File: src/rtl/noc_pkg.sv
// Shared types and default sizes for the BiNoC router channel allocator.
package noc_pkg;

    localparam int DEFAULT_NUM_IN = 5;   // requesters (input-port RC units)
    localparam int DEFAULT_NUM_CH = 10;  // 5 directions x 2 bidirectional channels

    typedef logic [$clog2(DEFAULT_NUM_CH)-1:0] ch_idx_t;
    typedef logic [$clog2(DEFAULT_NUM_IN)-1:0] in_idx_t;
    typedef logic [DEFAULT_NUM_CH-1:0]         ch_vec_t;

    // Per-requester allocation state.
    typedef enum logic {
        IDLE = 1'b0,
        HOLD = 1'b1
    } alloc_state_e;

endpackage

File: src/rtl/rr_arb.sv
// N-way round-robin picker: first set request at or after ptr, wrapping.
module rr_arb #(
    parameter  int N  = 5,
    localparam int PW = (N > 1) ? $clog2(N) : 1
) (
    input  logic [PW-1:0] ptr,
    input  logic [N-1:0]  req,
    output logic [N-1:0]  gnt,
    output logic          found
);

    logic [PW:0] idx;

    // Walk the requests from ptr upward with wrap-around; first hit wins.
    always_comb begin
        // NOTE: every combinational output gets a default first so no path leaves it unassigned (no latch).
        gnt   = '0;
        found = 1'b0;
        idx   = '0;
        for (int k = 0; k < N; k++) begin
            idx = {1'b0, ptr} + (PW + 1)'(k);
            if (idx >= (PW + 1)'(N)) idx = idx - (PW + 1)'(N);
            if (!found && req[idx[PW-1:0]]) begin
                gnt[idx[PW-1:0]] = 1'b1;
                found            = 1'b1;
            end
        end
    end

endmodule

File: src/rtl/channel_allocator.sv
// Output-channel allocator: grants each requesting RC one free output channel,
// round-robin per channel, held until the packet tail is released.
module channel_allocator
    import noc_pkg::*;
#(
    parameter int NUM_IN = DEFAULT_NUM_IN,
    parameter int NUM_CH = DEFAULT_NUM_CH
) (
    input  logic                     clk,
    input  logic                     rst,          // asynchronous, active-low
    input  logic [NUM_IN-1:0]        req_vld,
    input  logic [NUM_IN*NUM_CH-1:0] channel_req,  // requester i at [i*NUM_CH +: NUM_CH]
    input  logic [NUM_IN-1:0]        pkt_release,  // tail of requester i left this cycle
    input  logic [NUM_CH-1:0]        ch_avail,
    output logic [NUM_IN-1:0]        gnt,
    output logic [NUM_IN*NUM_CH-1:0] gntOutCntr,   // one-hot held channel per requester
    output logic [NUM_CH-1:0]        ch_busy
);

    localparam int PW = (NUM_IN > 1) ? $clog2(NUM_IN) : 1;

    alloc_state_e              state      [NUM_IN];
    alloc_state_e              state_next [NUM_IN];
    logic [PW-1:0]             rr_ptr      [NUM_CH];
    logic [PW-1:0]             rr_ptr_next [NUM_CH];
    logic [NUM_IN*NUM_CH-1:0]  row_q, row_next, alloc;
    logic [NUM_CH-1:0]         busy_q, busy_next, ch_found;
    logic [NUM_IN-1:0]         eligible;

    // A requester competes only while idle, requesting, and not releasing.
    always_comb begin
        for (int i = 0; i < NUM_IN; i++) begin
            eligible[i] = (state[i] == IDLE) && req_vld[i] && !pkt_release[i];
        end
    end

    // One arbiter per channel, ascending; lower channels' winners are masked out above.
    for (genvar c = 0; c < NUM_CH; c++) begin : g_ch
        logic [NUM_IN-1:0] taken_in, taken_out, cand, pick;
        logic              found;
        logic              chan_free;

        if (c == 0) begin : g_first
            assign taken_in = '0;
        end else begin : g_rest
            assign taken_in = g_ch[c-1].taken_out;
        end

        for (genvar i = 0; i < NUM_IN; i++) begin : g_req
            assign cand[i]             = eligible[i] & channel_req[i*NUM_CH + c] & ~taken_in[i];
            assign alloc[i*NUM_CH + c] = pick[i];
        end

        // A held channel is busy, so one being released this cycle is never free either.
        assign chan_free = ~busy_q[c] & ch_avail[c];

        rr_arb #(.N(NUM_IN)) u_arb (
            .ptr   (rr_ptr[c]),
            .req   (cand & {NUM_IN{chan_free}}),
            .gnt   (pick),
            .found (found)
        );

        assign taken_out   = taken_in | pick;
        assign ch_found[c] = found;
    end

    // Next-state: FSM transitions, held-channel rows, busy map and pointer advance.
    always_comb begin
        busy_next = busy_q;
        row_next  = row_q;
        for (int i = 0; i < NUM_IN; i++) begin
            state_next[i] = state[i];
            if (state[i] == IDLE) begin
                if (|alloc[i*NUM_CH +: NUM_CH]) begin
                    state_next[i]                = HOLD;
                    row_next[i*NUM_CH +: NUM_CH] = alloc[i*NUM_CH +: NUM_CH];
                end
            end else if (pkt_release[i]) begin
                state_next[i]                = IDLE;
                busy_next                    = busy_next & ~row_q[i*NUM_CH +: NUM_CH];
                row_next[i*NUM_CH +: NUM_CH] = '0;
            end
        end
        busy_next = busy_next | ch_found;

        for (int c = 0; c < NUM_CH; c++) begin
            rr_ptr_next[c] = rr_ptr[c];
            for (int i = 0; i < NUM_IN; i++) begin
                if (alloc[i*NUM_CH + c]) begin
                    rr_ptr_next[c] = (i == NUM_IN - 1) ? '0 : PW'(i + 1);
                end
            end
        end
    end

    // State, pointer and output registers; reset clears every grant.
    always_ff @(posedge clk or negedge rst) begin
        if (!rst) begin
            for (int i = 0; i < NUM_IN; i++) state[i] <= IDLE;
            for (int c = 0; c < NUM_CH; c++) rr_ptr[c] <= '0;
            row_q  <= '0;
            busy_q <= '0;
        end else begin
            // NOTE: sequential state uses non-blocking assignments so every register samples pre-edge values.
            for (int i = 0; i < NUM_IN; i++) state[i] <= state_next[i];
            for (int c = 0; c < NUM_CH; c++) rr_ptr[c] <= rr_ptr_next[c];
            row_q  <= row_next;
            busy_q <= busy_next;
        end
    end

    // Registered outputs only.
    always_comb begin
        for (int i = 0; i < NUM_IN; i++) gnt[i] = (state[i] == HOLD);
        gntOutCntr = row_q;
        ch_busy    = busy_q;
    end

endmodule

File: config.mk
export PLATFORM = sky130hd
export DESIGN_NAME = channel_allocator
export DESIGN_NICKNAME = d
export VERILOG_FILES = /design/src/rtl/noc_pkg.sv /design/src/rtl/rr_arb.sv /design/src/rtl/channel_allocator.sv
export SDC_FILE = /design/constraint.sdc
export NUM_CORES = 1
export LEC_CHECK = 0
export BUFFER_PORTS_ARGS = -buffer_cell sky130_fd_sc_hd__buf_2
export CELL_PAD_IN_SITES_DETAIL_PLACEMENT = 0
export CELL_PAD_IN_SITES_GLOBAL_PLACEMENT = 1
export CORE_MARGIN = 1
export CORE_UTILIZATION = 49
export CTS_CLUSTER_DIAMETER = 200
export DETAILED_ROUTE_END_ITERATION = 8
export GPL_TIMING_DRIVEN = 0
export PLACE_DENSITY_LB_ADDON = 0.1
export SLEW_MARGIN = 5
export SYNTH_ARGS = -nofsm -noshare
export SYNTH_HDL_FRONTEND = slang
export SYNTH_SLANG_ARGS = --single-unit
File: constraint.sdc
create_clock -name clk -period 23 [get_ports clk]
set_input_delay 4.6 -clock clk [delete_from_list [all_inputs] [get_ports clk]]
set_output_delay 4.6 -clock clk [all_outputs]
set_load 0.02 [all_outputs]
==> out/qor.yml, run 1 <==
final_layout:
  final_cell_mix: "282 x nand2_1, 239 x nor2_1, 167 x a21oi_1, 155 x buf_2, 128 x inv_1"
  fin_area_um2: 18870
  seq_area_um2: 2377
  area_delta_synth_final_pct: 9.976
  nets: 2797
  drive_gt1_share_pct: 10.76
  diodes: 0
  fin_util_pct: 54.76
  layout_commonest_cell: "nand2_1"
  fill_cells: 3498
  multi_input_area_um2: 13940
hold_path:
  hp-start: "gntOutCntr[26]"
  hold_depth: 1
  hold_path.class: "flip-flop to flip-flop"
detailed_routing:
  ant_nets: 0
  via_per_inst: 6.827
  wl_um: 70890
  wire_per_inst_um: 22.90
  drc: 0
  drt_first_pass_iters: 6
  drt_first_iter_violations: 2526
  route.vias.total: 21129
worst_setup_path:
  max_stage_delay_ns: 0.78
  worstPathMaxFanout: 10
  setup.worst_path.class: "input pin to flip-flop"
  crit_path_end_kind: "flip-flop"
  r2r-start: "rr_ptr[27]"
  path_common_cell: "buf_2"
  start_kind: "input pin"
  crit_start: "pkt_release[1]"
  r2r_cells: 62
  worst_ep_arrival_time_ns: 22.65
  cp_slowest_cell: "a2111oi_1"
  cp.required_ns: 23.30
timing:
  timing.final.hold_violations: 0
  clock_skew_ns: 0.01540
  slew_viol_final: 0
  timing.slew.headroom_pct: 18.79
  period_share_pct: 97.16
  fin_crit_ns: 22.35
  fmax_ghz: 0.04475
  hold_slack_ns: 0.5311
  worst_pin_slew_ns: 1.216
  setup_viol: 0
floorplanning:
  initial_utilization_pct: 49.79
  die_area_um2: 35770
  die_width_um: 189.1
  design.portCount: 137
  fp-row-count: 68
  core_um2: 34460
  die_h_um: 189.1
grt:
  antenna_found_initial: 0
  grt_pass1_wl_um: 107300
  gr-total-overflow: 0
  grt_max_degree: 50
  grt_pass1_vias: 19031
  track_usage_pct: 38.02
clock_tree:
  clkTransAtPathRegs_ns: 0.07
  ctsHoldBuffers: 0
  clk-insertion-delay-late_ns: 0.37
  cts_tree: "yes"
  htreeDepth: 3
  clock_sinks: 95
  ctsLongestPathBuffers: 2
  cts_root_buf: "clkbuf_16"
  numCtsBuffers: 9
synthesis:
  synthCells: 2484
  yosysSeqAreaShare_pct: 13.86
  async_reset_ff_share_pct: 100.0
  synth_nets: 2646
  yosysWarningCount: 0
  synth_edf_count: 0
  syn-mean-instance-area_um2: 6.907
  ys.flop_type: "dfrtp_1"
  netlist_area_um2: 17160
  ys_ff_latch: 95
  ys_types: 125
placement:
  dpl_cell_area_um2: 18440
  numPortBuffers: 136
  gp_congestion: 1.045
  dpl.hpwl_um: 56370
status:
  status: "finished, final reports clean"
run:
  cap_violations: 0
timing repair:
item                                    CTS  global route
gates resized for setup                   0            15
setup buffers                             0             4
endpoints found under the setup margin    0            59
critical path, delay by kind of cell:
family	cells	cell delay (ns)
and+or+nand+nor	15	4.65
muxes	4	0.84
AOI/OAI and AO/OA	31	10.87
buffers and inverters	8	1.65
layout make-up:
type,count,share of cell area (%)
multi-input cells,2149,73.87
plain buffers,102,2.241
well taps,455,3.017
clock buffers,9,1.194
clock inverters,7,0.3581
repair buffers,141,3.992
flip-flops and latches,95,12.60
inverters,137,2.725
path summary, 6_finish.rpt:
path | endpoint | slack, ns
setup reg to reg | gntOutCntr[26] | 3.63
hold / removal | gntOutCntr[26] | 0.53
hold reg to reg | gntOutCntr[26] | 0.53
min in group asynchronous | rr_ptr[6] | 4.27
max in group asynchronous | rr_ptr[25] | 17.98
setup / recovery | gntOutCntr[26] | 0.65
cell families (layout without fill, tap and decap cells):
logic type,count (synthesis),count (layout),synth area share [%]
compound gates,834,834,34.39
mux,40,40,2.479
flops,95,95,13.86
fa+ha+maj,90,90,7.001
simple gates,1137,1137,34.30
xor+xnor,48,48,2.494
buf+inv,240,396,5.484
cell usage after synthesis, drive strengths merged (13+ instances only):
master | instances | share of area (%)
nor3b | 17 | 0.87
nor3 | 91 | 2.7
o21a | 19 | 0.83
nand2 | 282 | 6.2
buf | 27 | 0.82
nor2 | 242 | 5.4
ha | 80 | 5.8
and2 | 37 | 1.3
a211oi | 25 | 1.2
o22ai | 29 | 1.1
a21boi | 23 | 1.0
or3 | 45 | 1.7
o211ai | 22 | 1.1
a21o | 50 | 2.2
mux2i | 32 | 1.9
o21ai | 161 | 4.8
a22oi | 37 | 1.6
inv | 134 | 2.9
clkbuf | 76 | 1.7
or4 | 22 | 1.0
nand4 | 47 | 1.8
dfrtp | 95 | 14
a31oi | 33 | 1.2
nor2b | 39 | 1.4
nor4 | 27 | 1.2
a221oi | 20 | 1.2
o31ai | 29 | 1.3
or2 | 21 | 0.77
and3 | 49 | 1.8
a21oi | 168 | 4.9
xnor2 | 40 | 2.0
nand3 | 109 | 3.2
o31a | 14 | 0.71
a211o | 13 | 0.66
nand2b | 47 | 1.7
flip-flops by register name, summed over array words and instances, names as in the netlist:
register,flops
gntOutCntr,50
ch_busy,10
gnt,5
rr_ptr,30
per-layer routing:
layer,global-route usage (%),share of wire (%)
met2,59.76,44
met1,50.38,42
met3,7.433,9.3
met5,0,0
met4,16.69,5.0
metrics by stage:
stage                     cells  setup slack (ns)   TNS (ns)
after floorplan            2484             4.342          0
after global routing       3095         -0.003187  -0.003187
after global placement     3075           -0.2377     -5.355
after CTS                  3092           0.07729          0
after detailed placement   3076           -0.2370     -4.063
final                      3095            0.6529          0
Power of run 1 is not shown: default switching activity piles up to over one toggle a cycle in this logic, so the estimate is an artifact.
==> inputs of run 2 (changes only) <==
CTS_CLUSTER_SIZE = 28   (was not set)
clock period = 27.7 ns   (was 23 ns; I/O delays follow)
==> out/qor.yml, run 2 (synthesis results as in run 1) <==
timing:
  worst_pin_slew_ns: 1.345  # +0.1293 ns
  hold_slack_ns: 0.5305  # -0.0006040 ns
  timing.final.hold_violations: 0  # unchanged
  clock_skew_ns: 0.01403  # -0.001371 ns
  slew_viol_final: 0  # unchanged
  rsz0062_at_grt: "false"
  fin_setup_tns_ns: 0  # unchanged
  timing.slew.headroom_pct: 10.15  # -8.6 points
  fin_crit_ns: 24.62
  fmax_ghz: 0.04062
  setup_viol: 0  # unchanged
  period_share_pct: 88.88
clock_tree:
  cts_tree: "yes"
  postCtsSetupRepairBufs: 0  # unchanged
  ctsLongestPathBuffers: 2  # unchanged
  cts_root_buf: "clkbuf_16"
  clkTransAtPathRegs_ns: 0.07  # about the same
  clock_sinks: 95  # unchanged
  ctsHoldBuffers: 0  # unchanged
  htreeDepth: 3  # unchanged
  cts_resized: 0  # unchanged
  numCtsBuffers: 9  # unchanged
  clk-insertion-delay-late_ns: 0.36  # about the same
detailed_routing:
  ant_nets: 0  # unchanged
  wire_per_inst_um: 22.81  # -0.41%
  drt_first_iter_violations: 2487  # -1.5%
  drt_first_pass_iters: 6  # unchanged
  route.vias.total: 21017  # -0.53%
  drc: 0  # unchanged
  top_layer: "met4"
  wl_um: 70550  # -0.48%
  via_per_inst: 6.795  # -0.47%
  wl_met2_um: 31150  # +0.47%
  m1WireLength_um: 29770  # +0.18%
  dr_wl_met3_um: 6328  # -4.2%
worst_setup_path:
  max_stage_delay_ns: 1.00  # +0.22 ns
  cp.required_ns: 27.95  # +4.65 ns
  worstPathMaxFanout: 10  # unchanged
  r2r-start: "rr_ptr[27]"
  endpoint: "gntOutCntr[26]"
  crit_path_end_kind: "flip-flop"
  start_kind: "input pin"
  crit_start: "pkt_release[4]"
  r2r-end: "gntOutCntr[26]"
  worst_ep_arrival_time_ns: 24.87  # +2.22 ns
  setup.worst_path.class: "input pin to flip-flop"
  cp_slowest_cell: "nor3b_1"
  r2r_cells: 59  # -4.8%
  rrSetupSlack_ns: 7.75  # +4.12 ns
floorplanning:
  fp-row-count: 68  # unchanged
  initial_utilization_pct: 49.79  # unchanged
  die_width_um: 189.1  # unchanged
  die_h_um: 189.1  # unchanged
  design.portCount: 137  # unchanged
  die_area_um2: 35770  # unchanged
  core_um2: 34460  # unchanged
run:
  cap_violations: 0  # unchanged
placement:
  numPortBuffers: 136  # unchanged
  gp_congestion: 1.045  # unchanged
  dpl.hpwl_um: 56370  # unchanged
grt:
  grt_pass1_wl_um: 107300  # unchanged
  track_usage_pct: 38.02  # unchanged
  grt_pass1_vias: 19031  # unchanged
  antenna_found_initial: 0  # unchanged
  grt_max_degree: 50  # unchanged
  gr-total-overflow: 0  # unchanged
final_layout:
  layout_commonest_cell: "nand2_1"
  final_cell_mix: "282 x nand2_1, 239 x nor2_1, 167 x a21oi_1, 155 x buf_2, 128 x inv_1"
  largest_register_ffs: 50  # unchanged
  nets: 2794  # -0.11%
  drive_gt1_share_pct: 10.31  # -0.44 points
  area_delta_synth_final_pct: 9.181
hold_path:
  hold_path.class: "flip-flop to flip-flop"
status:
  status: "finished, final reports clean"
==> run 2: cell types whose count changed in the layout (fill, tap and decap cells not counted), sizes merged <==
cell | previous run | this run
buf | 168 | 164
clkbuf | 84 | 85
diode | 0 | 1
==> run 2: worst max-delay path, delay by kind of cell <==
family          cells  cell delay, ns
simple gates       22            6.97
compound gates     27           10.74
buf+inv             5            1.21
mux                 1            0.38
==> run 2: how the worst min path moves through the flow <==
stage,startpoint,to,slack [ns],cells past startpoint
final,gntOutCntr[26],gntOutCntr[26],0.53,1
after detailed placement,gntOutCntr[26],gntOutCntr[26],0.52,1
after global routing,gntOutCntr[26],gntOutCntr[26],0.55,1
after floorplan,gntOutCntr[39],gntOutCntr[39],0.60,2
after CTS,gntOutCntr[26],gntOutCntr[26],0.54,1
after global placement,gntOutCntr[26],gntOutCntr[26],0.50,1
==> run 2: final cells by class <==
class | instances | area [um2]
diodes | 1 | 2.502
clock inverters | 7 | 67.56
flip-flops and latches | 95 | 2377
well taps | 455 | 569.3
plain buffers | 103 | 426.7
clock buffers | 9 | 225.2
fillers | 3501 | 15730
inverters | 137 | 514.2
multi-input cells | 2149 | 13840
repair buffers | 137 | 710.7
==> run 2: routing by layer <==
metal / up-vias / global-route usage [%]
met1: 10020 / 50.38
met5: - / 0
li1: 9695 / -
met3: 186 / 7.433
met2: 1116 / 59.76
met4: 0 / 16.69
==> run 2: through the flow <==
stage               cell area (um2)  instances  worst slack (ns)  util [%]
finish                        18730       3093             3.081     54.36
floorplan                     17160       2484             8.102         -
global placement              18410       3075             3.522     53.42
detailed placement            18440       3076             3.523     53.51
CTS                           18730       3092             3.837     54.36
global route                  18730       3092             2.359     54.36
Power of run 2 is left out for the same reason.
